**config.mk**
```make
export PLATFORM = sky130hd
export DESIGN_NAME = branch_flow_ctrl
export DESIGN_NICKNAME = d
export VERILOG_FILES = /design/src/rtl/branch_flow_ctrl.sv
export SDC_FILE = /design/constraint.sdc
export NUM_CORES = 1
export LEC_CHECK = 0
export BUFFER_PORTS_ARGS = -buffer_cell sky130_fd_sc_hd__buf_2
export CAP_MARGIN = 15
export CORE_AREA = 2 2 138 140
export DETAILED_ROUTE_END_ITERATION = 10
export DIE_AREA = 0 0 140 142
export PLACE_DENSITY = 0.73
export SYNTH_ARGS = -nofsm -noshare
export SYNTH_HDL_FRONTEND = slang
export SYNTH_SLANG_ARGS = --single-unit
```
**constraint.sdc**
```tcl
create_clock -name clk -period 3 [get_ports clk]
set_input_delay 0 -clock clk [delete_from_list [all_inputs] [get_ports clk]]
set_output_delay 0 -clock clk [all_outputs]
set_load 0.05 [all_outputs]
```
**src/rtl/branch_flow_ctrl.sv**
```systemverilog
// Branch/flow sequencing controller for the PC unit.
// - 2-bit saturating BHT supplies the prediction for the ID branch.
// - The BHT is trained when a branch resolves in MEM.
// - On a mispredict or jump: one registered redirect, then a FLUSH_LEN-cycle flush.
// - Load-use stalls are arbitrated against the flush through the bubble code.
// Optional: define BRANCH_PERF_CNT_EN to add the br_count/mis_count performance counters.
module branch_flow_ctrl #(
  parameter int unsigned IDX_W     = 6,
  parameter int unsigned FLUSH_LEN = 3,
  parameter logic [1:0]  CTR_INIT  = 2'b01
) (
  input  logic        clk,
  input  logic        rst_n,
  input  logic [31:0] pc_id,
  input  logic        branch_id,
  output logic        predict,
  input  logic        br_valid_mem,
  input  logic [31:0] pc_mem,
  input  logic        taken_mem,
  input  logic        pred_mem,
  input  logic [31:0] target_mem,
  input  logic        jump_mem,
  input  logic [31:0] jump_pc_mem,
  input  logic        stall_req,
  output logic        redirect,
  output logic [31:0] redirect_pc,
  output logic        flush,
  output logic [1:0]  bubble
`ifdef BRANCH_PERF_CNT_EN
  ,
  output logic [31:0] br_count,
  output logic [31:0] mis_count
`endif
);

  localparam int unsigned Entries = 1 << IDX_W;

  typedef enum logic {StRun, StFlush} state_e;

  state_e            state_q, state_d;
  logic [2:0]        cnt_q, cnt_d;
  logic              redirect_q, redirect_d;
  logic [31:0]       rpc_q, rpc_d;
  logic [1:0]        bht_q [Entries];

  logic [IDX_W-1:0]  rd_idx, wr_idx;
  logic              in_run, train, mis;
  logic [31:0]       next_pc;
  logic [1:0]        ctr_old, ctr_new;
  logic              unused_pc_id;

  assign rd_idx       = pc_id[IDX_W+1:2];
  assign wr_idx       = pc_mem[IDX_W+1:2];
  assign unused_pc_id = ^{pc_id[31:IDX_W+2], pc_id[1:0]};

  // Events from MEM are only meaningful in RUN; in FLUSH they belong to squashed instructions.
  assign in_run = (state_q == StRun);
  assign train  = in_run & br_valid_mem;
  assign mis    = in_run & ((br_valid_mem & (taken_mem != pred_mem)) | jump_mem);

  // Prediction reads the pre-update counter; no write-to-read bypass.
  assign predict = branch_id & bht_q[rd_idx][1];

  // Redirect target selection, jumps taking priority over branches.
  always_comb begin
    next_pc = pc_mem + 32'd4;
    if (jump_mem) begin
      next_pc = jump_pc_mem;
    end else if (taken_mem) begin
      next_pc = target_mem;
    end
  end

  // Saturating counter update for the resolving branch.
  always_comb begin
    ctr_old = bht_q[wr_idx];
    ctr_new = ctr_old;
    if (taken_mem) begin
      if (ctr_old != 2'b11) ctr_new = ctr_old + 2'b01;
    end else begin
      if (ctr_old != 2'b00) ctr_new = ctr_old - 2'b01;
    end
  end

  // Next-state logic: RUN -> FLUSH on mis, FLUSH counts down to RUN.
  always_comb begin
    state_d    = state_q;
    cnt_d      = cnt_q;
    redirect_d = 1'b0;
    rpc_d      = rpc_q;
    unique case (state_q)
      StRun: begin
        if (mis) begin
          state_d    = StFlush;
          cnt_d      = 3'(FLUSH_LEN);
          redirect_d = 1'b1;
          rpc_d      = next_pc;
        end
      end
      StFlush: begin
        cnt_d = cnt_q - 3'd1;
        if (cnt_q <= 3'd1) state_d = StRun;
      end
      default: state_d = StRun;
    endcase
  end

  // FSM, flush counter and redirect registers.
  always_ff @(posedge clk or negedge rst_n) begin
    if (!rst_n) begin
      state_q    <= StRun;
      cnt_q      <= 3'd0;
      redirect_q <= 1'b0;
      rpc_q      <= 32'd0;
    end else begin
      state_q    <= state_d;
      cnt_q      <= cnt_d;
      redirect_q <= redirect_d;
      rpc_q      <= rpc_d;
    end
  end

  // Branch history table storage.
  always_ff @(posedge clk or negedge rst_n) begin
    if (!rst_n) begin
      for (int i = 0; i < int'(Entries); i++) bht_q[i] <= CTR_INIT;
    end else if (train) begin
      bht_q[wr_idx] <= ctr_new;
    end
  end

  // Outputs: flush wins over a stall; bubble 11 is never produced.
  always_comb begin
    redirect    = redirect_q;
    redirect_pc = rpc_q;
    flush       = (state_q == StFlush);
    bubble      = 2'b00;
    if (flush) begin
      bubble = 2'b10;
    end else if (stall_req) begin
      bubble = 2'b01;
    end
  end

`ifdef BRANCH_PERF_CNT_EN
  logic [31:0] br_cnt_q, mis_cnt_q;

  // Performance counters, wrapping modulo 2^32.
  always_ff @(posedge clk or negedge rst_n) begin
    if (!rst_n) begin
      br_cnt_q  <= 32'd0;
      mis_cnt_q <= 32'd0;
    end else begin
      if (train) br_cnt_q <= br_cnt_q + 32'd1;
      if (mis)   mis_cnt_q <= mis_cnt_q + 32'd1;
    end
  end

  assign br_count  = br_cnt_q;
  assign mis_count = mis_cnt_q;
`endif

endmodule

```
==> qor.yml, run 1 <==
grt_pass1_vias: 8184
grt_setup_unrepaired: "false"
grt_max_degree: 80
synth_edf_count: 0
diodes: 0
holdCritPathClass: "in2reg"
arrival_ps: 3040
setup_viol: 0
vias: 8150
drc: 21
synth.area.top_cells: "dfrtp_1 28%, dfstp_2 18%, nand2_1 11%"
grt_pass1_wl_um: 43100
clk_latency_ps: 430
final_nets: 1324
tritoncts: "yes"
ys_seq_area_share_pct: 45.9
io_buffers: 146
viasPerCell: 5.69
dieArea_um2: 19900
drt-total-wl_um: 26800
cpMostUsedCell: "dlygate4sd3_1"
io_pins: 173
layout.core_utilization_pct: 61.2
ys_types: 55
numCtsBuffers: 17
status: "finished with violations"
cts-root-buf: "clkbuf_16"
drive_gt1_share_pct: 28.0
min_from: "pc_mem[1]"
clockBufferDepth: 2
finalSetupTns_ps: 0
cts_max_level: 4
ant_nets: 0
firstDrtPassIters: 9
max_freq_mhz: 366
timing.rr.end: "redirect_pc[23]"
postSynthCellCount: 981
fp.coreArea_um2: 18500
ir_drop_v: 0.000406
worstPathMaxFanout: 27
worstHoldPathCells: 5
fp.dieH_um: 142
synthesis.nets: 1120
numClockSinks: 165
antenna_found_initial: 0
synthFlopType: "dfrtp_1"
hpwlAfterDp_um: 18200
final-hold-violation-count: 0
tightest_slew_ps: 742
relSlewSlack_pct: 50.6
dr.first_iter.drc_count: 636
ys_top_cells_by_count: "273 x nand2_1, 125 x o21ai_1, 101 x dfrtp_1"
row_count: 50
leakagePower_uw: 0.00480
r2r_slack_ps: 270
cp.required_ps: 3300
synth_top_cell_area_share_pct: 27.5
syn_area_um2: 9180
powerDensity_nw_per_um2: 663
overflow: 0
postSynth.asyncResetShare_pct: 100
grtUsageTotal_pct: 27.7
cts_resized: 0
hold-path-endpoint: "redirect_pc[1]"
yosys.area.top_type: "dfrtp_1"
path_clk_slew_ps: 60
violations: "DRC"
gp_congestion: 0.889
cpPeakStageDelay_ps: 580
power_uw: 7490
final.min_clock_period_ps: 2730
end_kind: "flip-flop"
drv_cap: 0
routedWlPerCell_um: 18.7
synth_warnings: 0
crit_slowest_cell: "dlygate4sd3_1"
fin_crit_sh_pct: 91.1
ys_ff_latch: 165
initial_core_util_pct: 49.7
synth_most_common_cell: "nand2_1"
crit_path_start_kind: "flip-flop"
die_width_um: 140
crit_chain: "buf_4 > or2_2 > a221oi_1 > dlygate4sd3_1 > o22ai_1 > dlygate4sd3_1"
postSynthAreaPerCell_um2: 9.35
drv_slew: 0
fin_worst_skew_ps: 13.4
r2r-start: "flush"
r2r_cells: 6
syn2layout_area_growth_pct: 23.0
path_class: "reg2reg"
## where the power goes
group	internal (uW)	leakage (uW)	switching, uW
logic	835	0.00255	1650
registers	2750	0.00200	261
clock network	1100	0.000251	892
## logic make-up (layout without fill, tap and decap cells)
| kind of cell | after synthesis | after routing | synth area share (%) |
|---|---|---|---|
| buf+inv | 66 | 283 | 4.10 |
| flops | 165 | 165 | 45.9 |
| xor+xnor | 30 | 30 | 2.86 |
| simple gates | 396 | 396 | 18.9 |
| mux | 76 | 76 | 12.9 |
| compound gates | 243 | 243 | 14.7 |
| fa+ha+maj | 5 | 5 | 0.655 |
## routing by layer
metal / global-route usage [%] / vias up / wire length, um
met3: 6.83 / 63 / 2190
met2: 45.2 / 336 / 12800
met5: 0 / - / 0
met4: 10.8 / 0 / 822
li1: - / 3884 / -
met1: 36.1 / 3867 / 11000
## metrics by stage
stage               worst slack, ps  instances  cell area [um2]  hold WS, ps
global route                    138       1432            11300         28.6
global placement                330       1345            10200         78.0
detailed placement              297       1345            10200         87.7
floorplan                       718        981             9180         -296
finish                          267       1432            11300         16.1
CTS                             297       1432            11300         2.19
## layout make-up
type | count | area [um2]
fill | 1533 | 7170
multi-input combinational | 750 | 4590
sequential | 165 | 4210
timing repair buffer | 243 | 1640
clock buffer | 24 | 472
tap | 234 | 293
clock inverter | 8 | 55.1
inverter | 8 | 30.0
## cell usage in the layout (no fill, tap or decap), types with 13 or more instances in the layout
master,n
nand2_1,273
buf_2,145
o21ai_1,125
dfrtp_1,101
dfstp_2,64
o21ai_0,57
dlygate4sd3_1,55
buf_4,39
nor2_1,36
mux4_2,33
mux2i_1,32
nand3_1,22
xor2_1,19
clkbuf_16,17
a21oi_1,16
and3_1,13
## worst max-delay path, delay by kind of cell, from the launching register on
family / cells / cell delay [ps]
AOI/OAI and AO/OA: 2 / 370
buffers and inverters: 3 / 1330
DFF: 1 / 370
and+or+nand+nor: 1 / 530
## sequential cells by signal, indices dropped and copies added, names as in the netlist
signal / flops
redirect_pc: 32
cnt_q: 3
flush: 1
redirect: 1
bht_q: 128
## worst max-delay path by stage
stage | start | to | slack [ps] | depth (start not counted)
2_1_floorplan | pc_id[2] | predict | 720 | 6
3_3_place_gp | pc_mem[2] | bht_q[56] | 330 | 10
3_5_place_dp | pc_mem[2] | bht_q[62] | 300 | 10
4_1_cts | bht_q[19] | predict | 300 | 5
5_1_grt | pc_mem[2] | redirect_pc[30] | 140 | 12
6_report | flush | redirect_pc[23] | 270 | 6
## repair_timing
action                     4_1_cts  5_1_grt
setup endpoints to repair        0        0
hold buffers                    55        0
hold endpoints to repair        75        0
buffers inserted                 0        0
Note: power is estimated with default switching activity, not from simulation.
==> run 2: changes to the inputs <==
Settings changed: CORE_AREA 2 2 138 140 to 2 2 178 180, DIE_AREA 0 0 140 142 to 0 0 180 182, PLACE_DENSITY 0.73 to 0.48.
==> run 2 against run 1 <==
Compared with the run above: the flow now finishes without violations; first-iteration DRC count down 32%; worst hold slack worse by 8.2 ps; largest power group unchanged; power up 3.3%.
==> qor.yml, run 2 (synthesized netlist as in run 1, its figures left out) <==
fin_worst_skew_ps: 21.1
viasPerCell: 4.94
crit_path_start_kind: "input pin"
fp.coreArea_um2: 31000
final_nets: 1329
final-hold-violation-count: 0
drc: 0
mostFrequentLayoutCells: "273 x nand2_1, 144 x buf_2, 125 x o21ai_1"
tightest_slew_ps: 717
min_from: "target_mem[11]"
fin_ws_ps: 250
arrival_ps: 3130
die_width_um: 180
overflow: 0
drv_cap: 0
clk_latency_ps: 450
row_count: 65
drt-total-wl_um: 29900
leakagePower_uw: 0.00487
grt_setup_unrepaired: "false"
status: "finished, final reports clean"
end_kind: "flip-flop"
fin_crit_sh_pct: 91.7
drive_gt1_share_pct: 28.2
r2r-start: "flush"
cpPeakStageDelay_ps: 570
drv_slew: 0
routedWlPerCell_um: 18.6
r2r_slack_ps: 350
grt_pass1_vias: 8049
cts_setup_buffers: 0
gp_congestion: 0.819
path_delay_family: "buffers and inverters"
ant_nets: 0
io_buffers: 146
final.min_clock_period_ps: 2750
timing.rr.end: "redirect_pc[25]"
dp_slack_ps: 287
finalSetupTns_ps: 0
fin_hold_ws_ps: 7.83
grtUsageTotal_pct: 18.6
clockBufferDepth: 2
io_pins: 173
diodes: 0
initial_core_util_pct: 29.6
dr.first_iter.drc_count: 434
layout_commonest_cell: "nand2_1"
cpMostUsedCell: "nand3_1"
r2r_cells: 7
placedCellCount: 1512
max_freq_mhz: 364
top_register: "bht_q"
multi_input_area_um2: 4590
hold-path-endpoint: "redirect_pc[11]"
path_buf_inv: 4
setup_viol: 0
path_class: "in2reg"
cts-root-buf: "clkbuf_16"
crit_chain: "buf_2 > nand3_1 > nor4_2 > buf_4 > nand3_1 > nor2_1 > nand3_1 > xor2_1 > dlygate4sd3_1 > o22ai_1 > dlygate4sd3_1"
fill_cells: 3151
vias: 7935
crit_slowest_cell: "dlygate4sd3_1"
worstHoldPathCells: 4
worstPathMaxFanout: 16
powerDensity_nw_per_um2: 663
syn2layout_area_growth_pct: 27.0
numCtsBuffers: 17
register_area_um2: 4210
hpwlAfterDp_um: 20800
numClockSinks: 165
path_clk_slew_ps: 70
dieArea_um2: 32800
holdCritPathClass: "in2reg"
grt_pass1_wl_um: 47200
ir_drop_v: 0.000396
firstDrtPassIters: 5
cp.required_ps: 3380
stdcell_count: 1605
largest_register_ffs: 128
relSlewSlack_pct: 51.9
fp.dieH_um: 182
grt_max_degree: 67
antenna_found_initial: 0
tritoncts: "yes"
layout.core_utilization_pct: 37.6
cts_max_level: 4
==> run 2: through the flow <==
step           total power (uW)  area (um2)
6_report                   7730       11700
2_1_floorplan              4650        9180
3_5_place_dp               5370       10500
3_3_place_gp               5340       10500
5_1_grt                    8150       11700
4_1_cts                    7800       11700
==> run 2: report_power, final <==
| part | internal [uW] | switching (uW) | total, uW |
|---|---|---|---|
| logic | 858 | 1660 | 2520 |
| registers | 2750 | 258 | 3000 |
| clock network | 1120 | 1090 | 2210 |
| total | 4720 | 3010 | 7730 |
==> run 2: layout make-up <==
| class | instances | area share, % |
|---|---|---|
| tap | 402 | 4.32 |
| sequential | 165 | 36.1 |
| inverter | 8 | 0.258 |
| clock inverter | 15 | 1.41 |
| timing repair buffer | 248 | 14.9 |
| multi-input combinational | 750 | 39.4 |
| clock buffer | 17 | 3.65 |
==> run 2: layer usage <==
metal	share of wire [%]	global-route usage, %	vias to the layer above
met5	0	0	-
met4	1.4	4.68	0
met3	5.0	3.61	31
met2	46	29.9	214
met1	47	25.9	3798
li1	-	-	3892
==> run 2: how the worst max path moves through the flow <==
| stage | startpoint | end | slack (ps) | depth (start not counted) |
|---|---|---|---|---|
| finish | pc_mem[5] | redirect_pc[31] | 250 | 11 |
| global route | pc_mem[5] | redirect_pc[31] | 70 | 11 |
| CTS | pc_mem[4] | redirect_pc[31] | 190 | 12 |
| detailed placement | pc_mem[2] | bht_q[56] | 290 | 10 |
| global placement | pc_mem[4] | bht_q[56] | 310 | 10 |
| floorplan | pc_id[2] | predict | 720 | 6 |
==> run 2: worst reg2reg max path, delay by kind of cell, from the launching register on <==
family / cells / cell delay (ps)
and+or+nand+nor: 1 / 320
AOI/OAI and AO/OA: 2 / 290
DFF: 1 / 380
buffers and inverters: 4 / 1540
==> run 2: repair_timing <==
| action | 4_1_cts | 5_1_grt |
|---|---|---|
| resized for setup | 0 | 1 |
| hold buffers | 61 | 0 |
| endpoints found under the hold margin | 96 | 0 |
| endpoints found under the setup margin | 0 | 1 |
